--- src/rtl/btn_pkg.sv ---
// Shared constants for the push-button front end: channel indices,
// repeat-FSM state encoding and counter-width helpers.
package btn_pkg;

    localparam int N_BTN  = 9;

    localparam int BTN_P  = 0;
    localparam int BTN_R  = 1;
    localparam int BTN_L  = 2;
    localparam int BTN_U  = 3;
    localparam int BTN_D  = 4;
    localparam int BTN_F  = 5;
    localparam int BTN_T  = 6;
    localparam int BTN_S0 = 7;
    localparam int BTN_S1 = 8;

    localparam logic [1:0] RPT_IDLE_ENC   = 2'b00;
    localparam logic [1:0] RPT_HOLD_ENC   = 2'b01;
    localparam logic [1:0] RPT_REPEAT_ENC = 2'b10;

    typedef enum logic [1:0] {
        ST_IDLE   = RPT_IDLE_ENC,
        ST_HOLD   = RPT_HOLD_ENC,
        ST_REPEAT = RPT_REPEAT_ENC
    } rpt_state_t;

    function automatic int max_int(input int a, input int b);
        return (a > b) ? a : b;
    endfunction

    // A terminal count of 1 would give a zero-width counter; keep at least one bit.
    function automatic int cnt_width(input int n);
        return (n <= 1) ? 1 : $clog2(n);
    endfunction

endpackage

--- src/rtl/debounce_cell.sv ---
// One button channel: 2-FF synchronizer, restart-on-glitch debounce filter,
// and a rise strobe that is high in the cycle before level goes 0->1.
module debounce_cell
    import btn_pkg::*;
#(
    parameter int DEBOUNCE_CYCLES = 1_000_000
) (
    input  logic clk,
    input  logic reset,
    input  logic raw,
    output logic level,
    output logic rise
);

    localparam int                CNT_W  = cnt_width(DEBOUNCE_CYCLES);
    localparam logic [CNT_W-1:0]  CNT_TC = CNT_W'(DEBOUNCE_CYCLES - 1);

    logic             s1;
    logic             s2;
    logic [CNT_W-1:0] cnt;
    logic             flip;

    assign flip = (s2 != level) && (cnt == CNT_TC);

    // Combinational so the top can register its pulse on the same edge level rises.
    assign rise = flip && s2;

    always_ff @(posedge clk or posedge reset) begin
        if (reset) begin
            s1    <= 1'b0;
            s2    <= 1'b0;
            cnt   <= '0;
            level <= 1'b0;
        end else begin
            s1 <= raw;
            s2 <= s1;
            if (s2 == level) begin
                cnt <= '0;
            end else if (flip) begin
                level <= s2;
                cnt   <= '0;
            end else begin
                cnt <= cnt + CNT_W'(1);
            end
        end
    end

endmodule

--- src/rtl/button_conditioner.sv ---
// Conditions the raw push-buttons into debounced levels and one-cycle press
// pulses, with auto-repeat on the masked channels (scroll buttons U/D).
//
//  state     | meaning
//  ----------+-------------------------------------------------------------
//  ST_IDLE   | button released, waiting for a debounced press
//  ST_HOLD   | pressed, counting REPEAT_DELAY before the first repeat tick
//  ST_REPEAT | repeating, one tick every REPEAT_PERIOD cycles
module button_conditioner
    import btn_pkg::*;
#(
    parameter int               DEBOUNCE_CYCLES = 1_000_000,
    parameter int               REPEAT_DELAY    = 50_000_000,
    parameter int               REPEAT_PERIOD   = 20_000_000,
    parameter logic [N_BTN-1:0] REPEAT_MASK     = 9'b000011000
) (
    input  logic             clk,
    input  logic             reset,
    input  logic [N_BTN-1:0] btn_raw,
    output logic [N_BTN-1:0] btn_level,
    output logic [N_BTN-1:0] btn_pulse
);

    localparam int                RCNT_W  = cnt_width(max_int(REPEAT_DELAY, REPEAT_PERIOD));
    localparam logic [RCNT_W-1:0] DLY_TC  = RCNT_W'(REPEAT_DELAY - 1);
    localparam logic [RCNT_W-1:0] PER_TC  = RCNT_W'(REPEAT_PERIOD - 1);

    logic [N_BTN-1:0] rise;
    logic [N_BTN-1:0] rise_q;
    logic [N_BTN-1:0] tick_q;
    logic             ud_conflict;

    // Holding both scroll directions at once is ambiguous, so neither repeats.
    assign ud_conflict = btn_level[BTN_U] & btn_level[BTN_D];

    for (genvar g = 0; g < N_BTN; g++) begin : g_chan
        debounce_cell #(
            .DEBOUNCE_CYCLES(DEBOUNCE_CYCLES)
        ) u_cell (
            .clk  (clk),
            .reset(reset),
            .raw  (btn_raw[g]),
            .level(btn_level[g]),
            .rise (rise[g])
        );

        if (REPEAT_MASK[g]) begin : g_rpt
            localparam bit IS_UD = (g == BTN_U) || (g == BTN_D);

            rpt_state_t        state;
            logic [RCNT_W-1:0] rcnt;
            logic              tick;
            logic              hold_off;

            assign hold_off  = IS_UD && ud_conflict;
            assign tick_q[g] = tick;

            always_ff @(posedge clk or posedge reset) begin
                if (reset) begin
                    state <= ST_IDLE;
                    rcnt  <= '0;
                    tick  <= 1'b0;
                end else begin
                    tick <= 1'b0;
                    case (state)
                        ST_IDLE: begin
                            rcnt <= '0;
                            if (rise[g]) state <= ST_HOLD;
                        end
                        ST_HOLD: begin
                            if (!btn_level[g]) begin
                                state <= ST_IDLE;
                                rcnt  <= '0;
                            end else if (hold_off) begin
                                rcnt  <= '0;
                            end else if (rcnt == DLY_TC) begin
                                tick  <= 1'b1;
                                rcnt  <= '0;
                                state <= ST_REPEAT;
                            end else begin
                                rcnt  <= rcnt + RCNT_W'(1);
                            end
                        end
                        ST_REPEAT: begin
                            if (!btn_level[g]) begin
                                state <= ST_IDLE;
                                rcnt  <= '0;
                            end else if (hold_off) begin
                                state <= ST_HOLD;
                                rcnt  <= '0;
                            end else if (rcnt == PER_TC) begin
                                tick  <= 1'b1;
                                rcnt  <= '0;
                            end else begin
                                rcnt  <= rcnt + RCNT_W'(1);
                            end
                        end
                        default: begin
                            state <= ST_IDLE;
                            rcnt  <= '0;
                        end
                    endcase
                end
            end
        end else begin : g_no_rpt
            assign tick_q[g] = 1'b0;
        end
    end

    always_ff @(posedge clk or posedge reset) begin
        if (reset) begin
            rise_q <= '0;
        end else begin
            rise_q <= rise;
        end
    end

    // Both terms are registers; a press edge and a repeat tick can never coincide.
    assign btn_pulse = rise_q | tick_q;

endmodule
--- config.mk ---
export PLATFORM = sky130hd
export DESIGN_NAME = button_conditioner
export DESIGN_NICKNAME = d
export VERILOG_FILES = /design/src/rtl/btn_pkg.sv /design/src/rtl/debounce_cell.sv /design/src/rtl/button_conditioner.sv
export SDC_FILE = /design/constraint.sdc
export NUM_CORES = 1
export LEC_CHECK = 0
export BUFFER_PORTS_ARGS = -buffer_cell sky130_fd_sc_hd__buf_2
export CORE_AREA = 2 2 179 181
export DETAILED_ROUTE_END_ITERATION = 7
export DIE_AREA = 0 0 181 183
export HOLD_SLACK_MARGIN = 0.12
export PLACE_DENSITY = 0.66
export SLEW_MARGIN = 20
export SYNTH_ARGS = -nofsm -noshare
export SYNTH_HDL_FRONTEND = slang
export SYNTH_HIERARCHICAL = 1
export SYNTH_SLANG_ARGS = --single-unit
--- constraint.sdc ---
create_clock -name clk -period 6.85 [get_ports clk]
set_input_delay 0.685 -clock clk [delete_from_list [all_inputs] [get_ports clk]]
set_output_delay 0.685 -clock clk [all_outputs]
set_load 0.01 [all_outputs]
# After elaboration in Yosys (flattened, before gate mapping)
# Index checks and enable logic that the tools add are counted.
[totals]
regBits = 274
input_bits = 11
out_inout_bits = 18
wordCells = 198
[op_classes]
n_addsub = 11
n_eq_ne = 43
mux = 59
n_bitwise = 11
reduce_logical = 31
[op_table]
columns = ["operator", "count"]
rows = [
  ["20-bit 2-to-1 mux", 18],
  ["26-bit 2-to-1 mux", 12],
  ["20-bit by 1-bit adder with 20-bit output, second input constant", 9],
  ["20-bit == test, second input constant", 9],
  ["26-bit case mux with 2 select lines", 2],
  ["26-bit by 1-bit adder with 26-bit output, second input constant", 2],
  ["26-bit by 25-bit == test with 1-bit output, second input constant", 2],
  ["26-bit == test, second input constant", 2],
  ["2-bit 2-to-1 mux", 11],
  ["1-bit logical AND", 18],
  ["3-bit inequality test, second input constant", 6],
  ["2-bit AND reduction", 9],
  ["1-bit 2-to-1 mux", 12],
  ["2-bit case mux with 3 select lines", 2],
  ["1-bit == test", 9],
  ["1-bit inequality test", 9],
  ["1-bit inverter", 9],
  ["9-bit by 5-bit bitwise OR with 9-bit output", 1],
  ["4-bit AND reduction", 2],
  ["2-bit by 1-bit == test with 1-bit output, second input constant", 2],
  ["2-bit == test, second input constant", 2],
  ["2-bit zero test", 2],
  ["2-bit by 1-bit inequality test with 1-bit output, second input constant", 2],
  ["1-bit case mux with 2 select lines", 2],
  ["1-bit AND", 1],
]

# Longest topological paths before layout
# Gate-level depths: netlist of the first run.
[logic_depth]
depth_word = 5
depth_mapped = 8
depth_no_buf = 8

# Cells and area by module
# The synthesis of the first run kept the hierarchy.
[by_module_without_submodules]
columns = ["mod", "instances", "cells_per_inst", "area_per_inst_um2", "seq_area_each_um2"]
rows = [
  ["debounce_cell at g_chan[0].u_cell ...", 8, 109, 1144.8, 575.6],
  ["button_conditioner", 1, 374, 3560.9, 1676.6],
  ["debounce_cell at g_chan[8].u_cell", 1, 110, 1154.9, 575.6],
]

# Worst setup path after synthesis of the first run
# No wires, ideal clock.
[synth_timing]
kind = "reg2reg"
start = "register g_chan[4].u_cell.cnt[12]"
end = "register g_chan[4].g_rpt.state[0]"
setup_time_ns = 0.083
t_arrival_ns = 2.468
t_required_ns = 6.767
slack_ns = 4.300
stages_incl_launch_ff = 8
path_buffers = 0
synth_period_minus_slack_ns = 2.550
path_cell_list = "dfrtp_1 -> nor4b_1 -> nand2_1 -> or4_4 -> nor3b_1 -> or4bb_1 -> and3_1 -> o21ai_0"
[synth_between]
elab_chain_len = 5
[synth_rtl]
columns = ["item", "line", "source"]
rows = [
  ["from (decl)", "debounce_cell.sv:20", "logic [CNT_W-1:0] cnt;"],
  ["from (signal assigned)", "debounce_cell.sv:43", "cnt <= cnt + CNT_W'(1);"],
  ["20-bit == test", "debounce_cell.sv:23", "assign flip = (s2 != level) && (cnt == CNT_TC);"],
  ["1-bit logical AND", "debounce_cell.sv:23", ""],
  ["1-bit logical AND", "debounce_cell.sv:26", "assign rise = flip && s2;"],
  ["net rise[4]", "button_conditioner.sv:28", "logic [N_BTN-1:0] rise;"],
  ["2-bit by 1-bit inequality test with 1-bit output (no line)", "n/a", ""],
  ["4-bit AND reduction (no line)", "n/a", ""],
  ["to (signal assigned)", "button_conditioner.sv:60", "state <= ST_IDLE;"],
  ["to (signal assigned)", "button_conditioner.sv:68", "if (rise[g]) state <= ST_HOLD;"],
  ["to (signal assigned)", "button_conditioner.sv:72", "state <= ST_IDLE;"],
  ["to (decl)", "button_conditioner.sv:50", "rpt_state_t state;"],
]
# The timed path passes the listed nets, and every way through them passes these cells.
# A chain may end at the register's enable or synchronous reset.

# Worst setup path after layout of the first run
# Same ends and word-level chain as after synthesis.

==> results of run 1 <==
[state kept, by name, indices dropped and copies added (netlist names)]
| signal | cells |
|---|---|
| g_chan.g_rpt.state | 4 |
| g_chan.u_cell/level | 9 |
| g_chan.u_cell/cnt | 180 |
| g_chan.g_rpt.tick | 2 |
| g_chan.g_rpt.rcnt | 52 |
| rise_q | 9 |
| g_chan.u_cell/s1 | 9 |
| g_chan.u_cell/s2 | 9 |
[Yosys cell counts, types with 11 or more instances]
cell,count,area [sq um]
and3_1,24,150
buf_6,11,124
nor3_1,20,100
inv_1,31,116
xor2_1,81,709
nand4_1,44,275
a21oi_1,61,305
nor2_1,189,709
nand2_1,100,375
o31ai_1,19,143
nor4_1,31,194
nor4b_1,12,105
o21ai_0,46,230
or3_1,32,200
buf_2,13,65.1
nand3_2,18,180
dfrtp_1,274,6860
and4_1,22,193
ha_1,19,238
or4_1,21,158
nand3_1,75,375
xnor2_1,81,709
[worst paths after layout]
kind	depth (start not counted)	to	slack, ns
setup / recovery	7	g_chan[4].g_rpt.state[0]	4.07
hold / removal	2	rise_q[1]	0.17
hold reg to reg	0	g_chan[2].u_cell/s2	0.35
max in group asynchronous	3	g_chan[3].g_rpt.state[1]	5.63
min in group clk	1	g_chan[1].u_cell/s1	0.24
setup reg to reg	7	g_chan[4].g_rpt.state[0]	4.07
[area by class of cell]
cell class | instances | share of cell area, %
Multi-Input combinational cell | 1015 | 43.5
Sequential cell | 274 | 44.9
Inverter | 31 | 0.770
Clock buffer | 43 | 5.83
Clock inverter | 14 | 0.827
Timing Repair Buffer | 29 | 0.966
Tap cell | 402 | 3.29
[stage by stage]
| stage | total power [mW] | utilization [%] | instance area (sq um) | cells |
|---|---|---|---|---|
| 2_1_floorplan | 1.75 | - | 13900 | 1356 |
| 3_3_place_gp | 1.77 | 45.7 | 14300 | 1751 |
| 3_5_place_dp | 1.77 | 45.7 | 14300 | 1751 |
| 4_1_cts | 3.42 | 48.9 | 15300 | 1808 |
| 5_1_grt | 3.50 | 48.9 | 15300 | 1808 |
| 6_report | 3.36 | 48.9 | 15300 | 1808 |
[layer usage]
layer / share of wire (%) / vias to the layer above / global-route usage (%)
met5: 0.043 / - / 0
met4: 1.7 / 2 / 3.54
met3: 3.2 / 37 / 2.46
met2: 46 / 131 / 26.6
met1: 49 / 4876 / 22.5
li1: - / 4883 / -
[cell families (layout without fill, tap and decap cells)]
group,Yosys count,after routing
AOI/OAI and AO/OA,149,149
xor gates and xnor gates,162,162
adders and majority gates,19,19
buffers and inverters,67,117
DFF,274,274
muxes,9,9
and+or+nand+nor,676,676
[power groups by stage]
stage | clock network (mW) | registers (mW) | logic [mW]
2_1_floorplan | 0 | 1.68 | 0.0695
5_1_grt | 1.75 | 1.65 | 0.101
6_report | 1.62 | 1.65 | 0.0854
3_3_place_gp | 0 | 1.68 | 0.0877
3_5_place_dp | 0 | 1.68 | 0.0887
4_1_cts | 1.68 | 1.65 | 0.0898
==> results_dict.tcl, run 1 <==
set metrics [dict create \
    status "complete, no violations" \
    die_area_sq_um 33100 \
    synthAdderAreaFrac_pct 1.71 \
    maxSlewHeadroom_pct 29.5 \
    power_density_nw_per_um2 220 \
    first_pass_iters 5 \
    grt-ovfl-total 0 \
    synth-simple-area-share_pct 27.4 \
    synth_top_family_by_area "simple AND/OR/NAND/NOR gates" \
    end_kind "flop" \
    clk_latency_ns 0.55 \
    clk_path_buf_depth 3 \
    synth-edff-count 0 \
    finalSetupViolations 0 \
    dp_hpwl_mm 17.1 \
    drv_cap 0 \
    initial_core_util_pct 44.4 \
    vias 9929 \
    numClockSinks 274 \
    crit_arrival_ns 3.24 \
    path_buf_inv 0 \
    fp.dieW_microns 181 \
    synthCells 1356 \
    p_leak_nw 6.28 \
    ys_types 55 \
    drt.antenna.violating_nets 0 \
    startpoint "g_chan[4].u_cell/cnt[12]" \
    p_switching_mw 0.723 \
    crit_family "simple AND/OR/NAND/NOR gates" \
    nNetsFinal 1412 \
    yosysSeqAreaShare_pct 49.4 \
    die_h_microns 183 \
    grt_max_degree 66 \
    fmax_ghz 0.360 \
    dpl_worst_slack_ns 4.09 \
    root_buffer "clkbuf_16" \
    cts_tree "yes" \
    worst_slew_pin_slew_ns 1.05 \
    cp_cell_sequence "nor4b_1, nand2_1, or4_4, nor3b_1, or4bb_1, and3_1, o21ai_0" \
    multi_input_area_sq_um 6640 \
    path_class "reg -> reg" \
    finalHoldViolCount 0 \
    grt_pass1_wl_mm 46.4 \
    gp_congestion 0.811 \
    area_growth_pct 10.1 \
    ctsHoldBuffers 0 \
    drv_slew 0 \
    pwr-share-comb_pct 2.5 \
    final_cell_mix "274 x dfrtp_1, 189 x nor2_1, 100 x nand2_1" \
    rsz0062_at_grt "no" \
    power_frac_seq_pct 49.2 \
    io_buffers 28 \
    final_common_cell "dfrtp_1" \
    cts.repair.resized 0 \
    core_sq_um 31200 \
    vdd_drop_max_mv 0.183 \
    htreeDepth 1 \
    required_ns 7.32 \
    grt_pass1_vias 9923 \
    synth_xor_area_share_pct 10.2 \
    drtIter0Drc 731 \
    p_clk_share_pct 48.3 \
    swShare_pct 21.5 \
    syn_nets 1386 \
    min_period_ns 2.78 \
    drive_above_1_share_pct 12.3 \
    synth_mux_area_share_pct 0.974 \
    ios 29 \
    ys_ff_latch 274 \
    finalWirelength_mm 25.9 \
    ys_warn_count 6 \
    fillers 2916 \
    wire_per_inst_microns 14.3 \
    hp-class "in -> async" \
    synth_top_flop_cell "dfrtp_1" \
    synthArstFlopShare_pct 100 \
    critPathSlowestCell "or4_4" \
    setup_tns_ns 0 \
    antenna_found_initial 1 \
    setup_ws_ns 4.07 \
    syn_area_sq_um 13900 \
    cts_buffers 31 \
    cpPeakStageDelay_ns 0.53 \
    start_kind "flop" \
    r2r-start "g_chan[4].u_cell/cnt[12]" \
    cellInternalPower_mw 2.64 \
    cts_setup_buffers 0 \
    vias_per_cell 5.49 \
    holdWs_ns 0.170 \
    cts.clk_slew.worst_paths_ns 0.06 \
    fin_crit_sh_pct 40.5 \
    worstPathMaxFanout 6 \
    ff_latch_area_sq_um 6860 \
    syn_area_per_cell_sq_um 10.2 \
    synth_compound_area_share_pct 7.55 \
    antenna_cells 0 \
    rows 65 \
    gr-usage-all-layers_pct 16.1 \
    remaining_drc_errors 0 \
    skew_ns 0.0138 \
]
No activity file was read; power rests on OpenSTA's default activity.
==> inputs of run 2 (changes only) <==
Settings changed: ABC_AREA from default to 1, CORE_AREA 2 2 179 181 to 2 2 192 194, DIE_AREA 0 0 181 183 to 0 0 194 196, PLACE_DENSITY 0.66 to 0.68.
Clock period 6.85 ns to 2.3 ns, I/O delays scaled along.
==> run 2 against run 1 <==
Combinational power rose to 4.1 times the previous value. Synthesized cell count increased by 54%. Sequential cell count unchanged. Die area rose by 15%. First-iteration DRC count is 27% higher. Design area grew 17%. Critical path depth is 3 higher. Global-route usage rose by 2.8 points. Worst setup slack worse by 3.7 ns. Highest routed layer is now met4. Critical path type unchanged. Area after synthesis increased by 15%.
==> results_dict.tcl, run 2 <==
set metrics [dict create \
    gp_congestion 0.891 \
    rsz0062_at_grt "no" \
    cts_tree "yes" \
    ys_types 32 \
    syn_nets 2123 \
    maxSlewHeadroom_pct 43.4 \
    clk_latency_ns 0.55 \
    fillers 3487 \
    gr-usage-met1_pct 25.0 \
    finalSetupViolations 0 \
    min_period_ns 1.94 \
    ff_latch_area_sq_um 6860 \
    layout.cells.non_filler 2650 \
    place_area_sq_um 16500 \
    grt_max_degree 42 \
    synth.top_cell.area_share_pct 42.9 \
    grt_pass1_wl_mm 61.1 \
    met3_usage_pct 3.06 \
    vias_per_cell 5.00 \
    ys_warn_count 6 \
    grt_util_met2_pct 31.4 \
    antenna_found_initial 0 \
    numClockSinks 274 \
    vdd_drop_max_mv 0.553 \
    finalWirelength_mm 34.6 \
    status "complete, no violations" \
    top_register "g_chan.u_cell/cnt" \
    synth_top_area_cell "dfrtp_1" \
    syn_area_sq_um 16000 \
    initial_core_util_pct 44.3 \
    gr-max-usage-layer "met2" \
    drv_slew 0 \
    io_buffers 28 \
    synthArstFlopShare_pct 100 \
    ys_top_cells_by_count "440 x nor2_1, 419 x nand2_1, 274 x dfrtp_1" \
    power_mw 10.8 \
    drive_above_1_share_pct 14.9 \
    drt.antenna.violating_nets 0 \
    nNetsFinal 2188 \
    die_h_microns 196 \
    grt_pass1_vias 13300 \
    synth_area_leaders "dfrtp_1 43%, nor2_1 10%, nand2_1 9.8%, nand3_1 5.6%, inv_1 5.1%" \
    yosysSeqAreaShare_pct 42.9 \
    rows 70 \
    worst_slew_pin_slew_ns 0.849 \
    required_ns 2.74 \
    antenna_cells 0 \
    root_buffer "clkbuf_16" \
    setup_tns_ns 0 \
    synthCells 2093 \
    syn_area_per_cell_sq_um 7.63 \
    start_kind "flop" \
    core_sq_um 36100 \
    final_cell_mix "440 x nor2_1, 419 x nand2_1, 274 x dfrtp_1" \
    dp_hpwl_mm 25.0 \
    skew_ns 0.0311 \
    hp-class "in -> async" \
    drtIter0Drc 928 \
    fp.dieW_microns 194 \
    drv_cap 0 \
    multi_input_area_sq_um 7860 \
    path_class "reg -> reg" \
    finalHoldViolCount 0 \
    area_growth_pct 11.6 \
    cts_setup_buffers 0 \
    synth-edff-count 0 \
    clk_path_buf_depth 3 \
    fmax_ghz 0.514 \
    ios 29 \
    top_regs "g_chan.u_cell/cnt (180), g_chan.g_rpt.rcnt (52)" \
    synth_top_flop_cell "dfrtp_1" \
    placed_cells 2580 \
    ys_ff_latch 274 \
    htreeDepth 2 \
    worstPathMaxFanout 4 \
    final_common_cell "nor2_1" \
    cts_buffers 34 \
    largest_register_ffs 180 \
    die_area_sq_um 38000 \
    end_kind "flop" \
    wire_per_inst_microns 13.1 \
    grt-ovfl-total 0 \
    fin_crit_sh_pct 84.5 \
    first_pass_iters 6 \
    gr-usage-all-layers_pct 18.9 \
    crit_arrival_ns 2.38 \
    vias 13200 \
    cts.clk_slew.worst_paths_ns 0.06 \
    remaining_drc_errors 0 \
    p_leak_nw 7.82 \
    postLayoutCellArea_sq_um 17800 \
    yosys.cell_count.top_type "nor2_1" \
    power_density_nw_per_um2 608 \
]
==> run 2: repair_timing <==
item / CTS / global route
hold buffers: 10 / 0
gates resized for setup: 0 / 1
endpoints found under the hold margin: 234 / 0
setup endpoints to repair: 0 / 1
==> run 2: final timing paths <==
path / from / to / slack, ns / cells past startpoint
setup reg to reg: g_chan[4].u_cell/cnt[1] / g_chan[4].g_rpt.state[0] / 0.36 / 10
hold reg to reg: g_chan[2].u_cell/s1 / g_chan[2].u_cell/s2 / 0.35 / 0
setup / recovery: g_chan[4].u_cell/cnt[1] / g_chan[4].g_rpt.state[0] / 0.36 / 10
hold / removal: reset / g_chan[8].u_cell/s1 / 0.31 / 3
max in group asynchronous: reset / rise_q[7] / 1.12 / 4
min in group clk: btn_raw[1] / g_chan[1].u_cell/s1 / 0.33 / 2
==> run 2: cell type report <==
class	count	area share, %
multi-input combinational	1542	44.1
sequential	274	38.5
clock buffer	45	5.46
inverter	247	5.21
tap	468	3.28
timing repair buffer	59	2.30
clock inverter	15	1.19
==> run 2: metrics by stage <==
stage | hold WS [ns] | utilization (%) | worst slack [ns]
after floorplan | 0.232 | - | 0.387
after global placement | 0.315 | 45.8 | 0.408
after detailed placement | 0.327 | 45.8 | 0.305
after CTS | 0.291 | 49.4 | 0.282
after global routing | 0.324 | 49.4 | 0.0684
final | 0.306 | 49.4 | 0.355
==> run 2: worst max-delay path: stages, from the launching register on <==
cell	delay [ns]
dfrtp_1	0.36
ha_1	0.23
nand3_1	0.18
nor2_2	0.20
nand4_1	0.10
nor3_1	0.21
o21ai_0	0.14
a21oi_2	0.18
nand2_1	0.10
nand2_1	0.08
nand2_1	0.05
==> run 2: layer usage <==
metal | up-vias | share of wire [%]
met1 | 6231 | 47
met5 | - | 0
met3 | 49 | 3.7
met2 | 233 | 47
met4 | 0 | 2.1
li1 | 6728 | -
==> run 2: report_power, final <==
| part | switching [mW] | total [mW] | internal (mW) |
|---|---|---|---|
| Sequential | 0.0394 | 4.92 | 4.88 |
| Combinational | 0.246 | 0.348 | 0.102 |
| Clock | 2.13 | 5.58 | 3.45 |
| Total | 2.42 | 10.8 | 8.43 |
==> run 2: kinds of logic after synthesis <==
logic type | after synthesis | synth area share [%]
simple gates | 1332 | 38.9
buf+inv | 277 | 7.85
flops | 274 | 42.9
xor+xnor | 108 | 5.92
compound gates | 83 | 2.88
fa+ha+maj | 19 | 1.49
==> inputs of run 3 (changes only) <==
Settings changed: PLACE_DENSITY 0.68 to 0.66.
Clock period 2.3 ns to 2 ns, I/O delays scaled along.
==> run 3 against run 2 <==
Register-to-register slack got worse by 0.17 ns. Die area did not move. Critical path type unchanged. Power increased by 16%. Sequential power rose by 15%. Design area grew 0.75%. Cell count is 0.49% higher. Clock power is 17% higher. Clock skew is 0.0089 ns lower. Sequential share of layout area fell by 0.29 points. Non-clock buffer count increased by 11. Clock-buffer cell count up 6. Combinational power up 18%. Largest power group unchanged.
==> results_dict.tcl, run 3 (synthesized netlist as in run 2, its figures left out) <==
set metrics [dict create \
    r2r-start "g_chan[3].g_rpt.rcnt[0]" \
    antenna_found_initial 0 \
    setup_ws_ns 0.181 \
    place_area_sq_um 16600 \
    status "complete, no violations" \
    cts_buffers 35 \
    end_kind "flop" \
    fmax_ghz 0.550 \
    layout.cells.non_filler 2663 \
    gr-usage-all-layers_pct 18.4 \
    start_kind "flop" \
    power_density_nw_per_um2 700 \
    fin_crit_sh_pct 90.9 \
    worstPathMaxFanout 25 \
    final_common_cell "nor2_1" \
    initial_core_util_pct 44.3 \
    cpPeakStageDelay_ns 0.39 \
    min-delay-start "btn_raw[2]" \
    area_growth_pct 12.5 \
    drive_above_1_share_pct 15.5 \
    grt_pass1_vias 12800 \
    grt-ovfl-total 0 \
    hp-class "in -> reg" \
    required_ns 2.40 \
    path_class "reg -> reg" \
    first_pass_iters 5 \
    die_area_sq_um 38000 \
    ios 29 \
    top_register "g_chan.u_cell/cnt" \
    fillers 3508 \
    crit_arrival_ns 2.22 \
    grt_util_met2_pct 30.6 \
    drv_slew 0 \
    largest_register_ffs 180 \
    remaining_drc_errors 0 \
    fp.dieW_microns 194 \
    r2r_cells 10 \
    drtIter0Drc 741 \
    dp_hpwl_mm 25.0 \
    die_h_microns 196 \
    power_mw 12.6 \
    grt_max_degree 35 \
    drv_cap 0 \
    rows 70 \
    p_leak_nw 7.87 \
    holdWs_ns 0.301 \
    cts_setup_buffers 0 \
    hold_depth 2 \
    core_sq_um 36100 \
    worst_slew_pin_slew_ns 0.489 \
    clk_latency_ns 0.54 \
    postLayoutCoreUtil_pct 49.8 \
    top_regs "g_chan.u_cell/cnt (180), g_chan.g_rpt.rcnt (52)" \
    gr-max-usage-layer "met2" \
    drt.antenna.violating_nets 0 \
    dpl_worst_slack_ns 0.125 \
    grt_pass1_wl_mm 59.2 \
    final_cell_mix "440 x nor2_1, 419 x nand2_1, 274 x dfrtp_1" \
    met3_usage_pct 3.01 \
    placed_cells 2591 \
    setup_tns_ns 0 \
    vias 13300 \
    gp_congestion 0.890 \
    min_period_ns 1.82 \
    htreeDepth 2 \
    regToRegSetupSlack_ns 0.18 \
    finalSetupViolations 0 \
    numClockSinks 274 \
    clk_path_buf_depth 3 \
    cts_tree "yes" \
    cts.clk_slew.worst_paths_ns 0.06 \
    postLayoutCellArea_sq_um 18000 \
    antenna_cells 0 \
    critPathSlowestCell "dfrtp_1" \
    whs_endpoint "g_chan[2].u_cell/s1" \
    io_buffers 28 \
    skew_ns 0.0222 \
    rsz0062_at_grt "no" \
    vdd_drop_max_mv 0.589 \
    root_buffer "clkbuf_16" \
    reg2reg_to "g_chan[3].g_rpt.rcnt[14]" \
    maxSlewHeadroom_pct 67.3 \
    nNetsFinal 2200 \
    gr-usage-met1_pct 24.4 \
    finalWirelength_mm 34.1 \
    finalHoldViolCount 0 \
    wire_per_inst_microns 12.8 \
    cp_common_cell "nand2_1" \
    cp_cell_sequence "ha_1, nand2_1, nor2_1, nand2_1, inv_1, nand3_1, nand2_1, nand2_1, nand2_8, nor2_1" \
    vias_per_cell 4.98 \
]
run 3: changes by cell type in the layout (fill, tap and decap cells not counted), moves of 3 or more:
cell      delta
buf_4       +11
clkinv_4     -3
clkbuf_8     +4
inv_6        +3
run 3: area by class of cell:
cell class | count | area, sq um | area share, %
Inverter | 247 | 928 | 5.17
Tap cell | 468 | 586 | 3.26
Sequential cell | 274 | 6860 | 38.2
Timing Repair Buffer | 70 | 493 | 2.74
Clock inverter | 11 | 169 | 0.940
Multi-Input combinational cell | 1542 | 7890 | 43.9
Clock buffer | 51 | 1040 | 5.77
run 3: metal layers:
metal	share of wire, %	wire length (microns)
met1	47	16000
met2	46	15800
met3	4.3	1460
met4	2.6	873
met5	0	0
run 3: repair_timing:
item                       CTS  global route
hold buffers                10             0
gates resized for setup      0             7
setup endpoints to repair    0            24
hold endpoints to repair   198             0
run 3: worst max path at each step:
stage	endpoint	start	slack [ns]
2_1_floorplan	g_chan[3].g_rpt.rcnt[0]	reset	0.12
3_3_place_gp	g_chan[4].g_rpt.state[1]	g_chan[4].u_cell/cnt[1]	0.25
3_5_place_dp	g_chan[3].g_rpt.state[1]	g_chan[3].u_cell/cnt[1]	0.13
4_1_cts	g_chan[4].g_rpt.state[0]	g_chan[4].u_cell/cnt[1]	0.11
5_1_grt	g_chan[3].g_rpt.rcnt[17]	g_chan[3].g_rpt.rcnt[0]	0.01
6_report	g_chan[3].g_rpt.rcnt[14]	g_chan[3].g_rpt.rcnt[0]	0.18
run 3: power by group:
part	switching [mW]	internal (mW)	leakage, nW
Combinational	0.285	0.126	3.51
Sequential	0.0477	5.61	3.76
Clock	2.40	4.11	0.592
run 3: critical path: cells and delay by family (launching register included):
kind / cells / cell delay [ns]
buffers and inverters: 1 / 0.08
and+or+nand+nor: 8 / 0.99
adders and majority gates: 1 / 0.20
DFF: 1 / 0.39
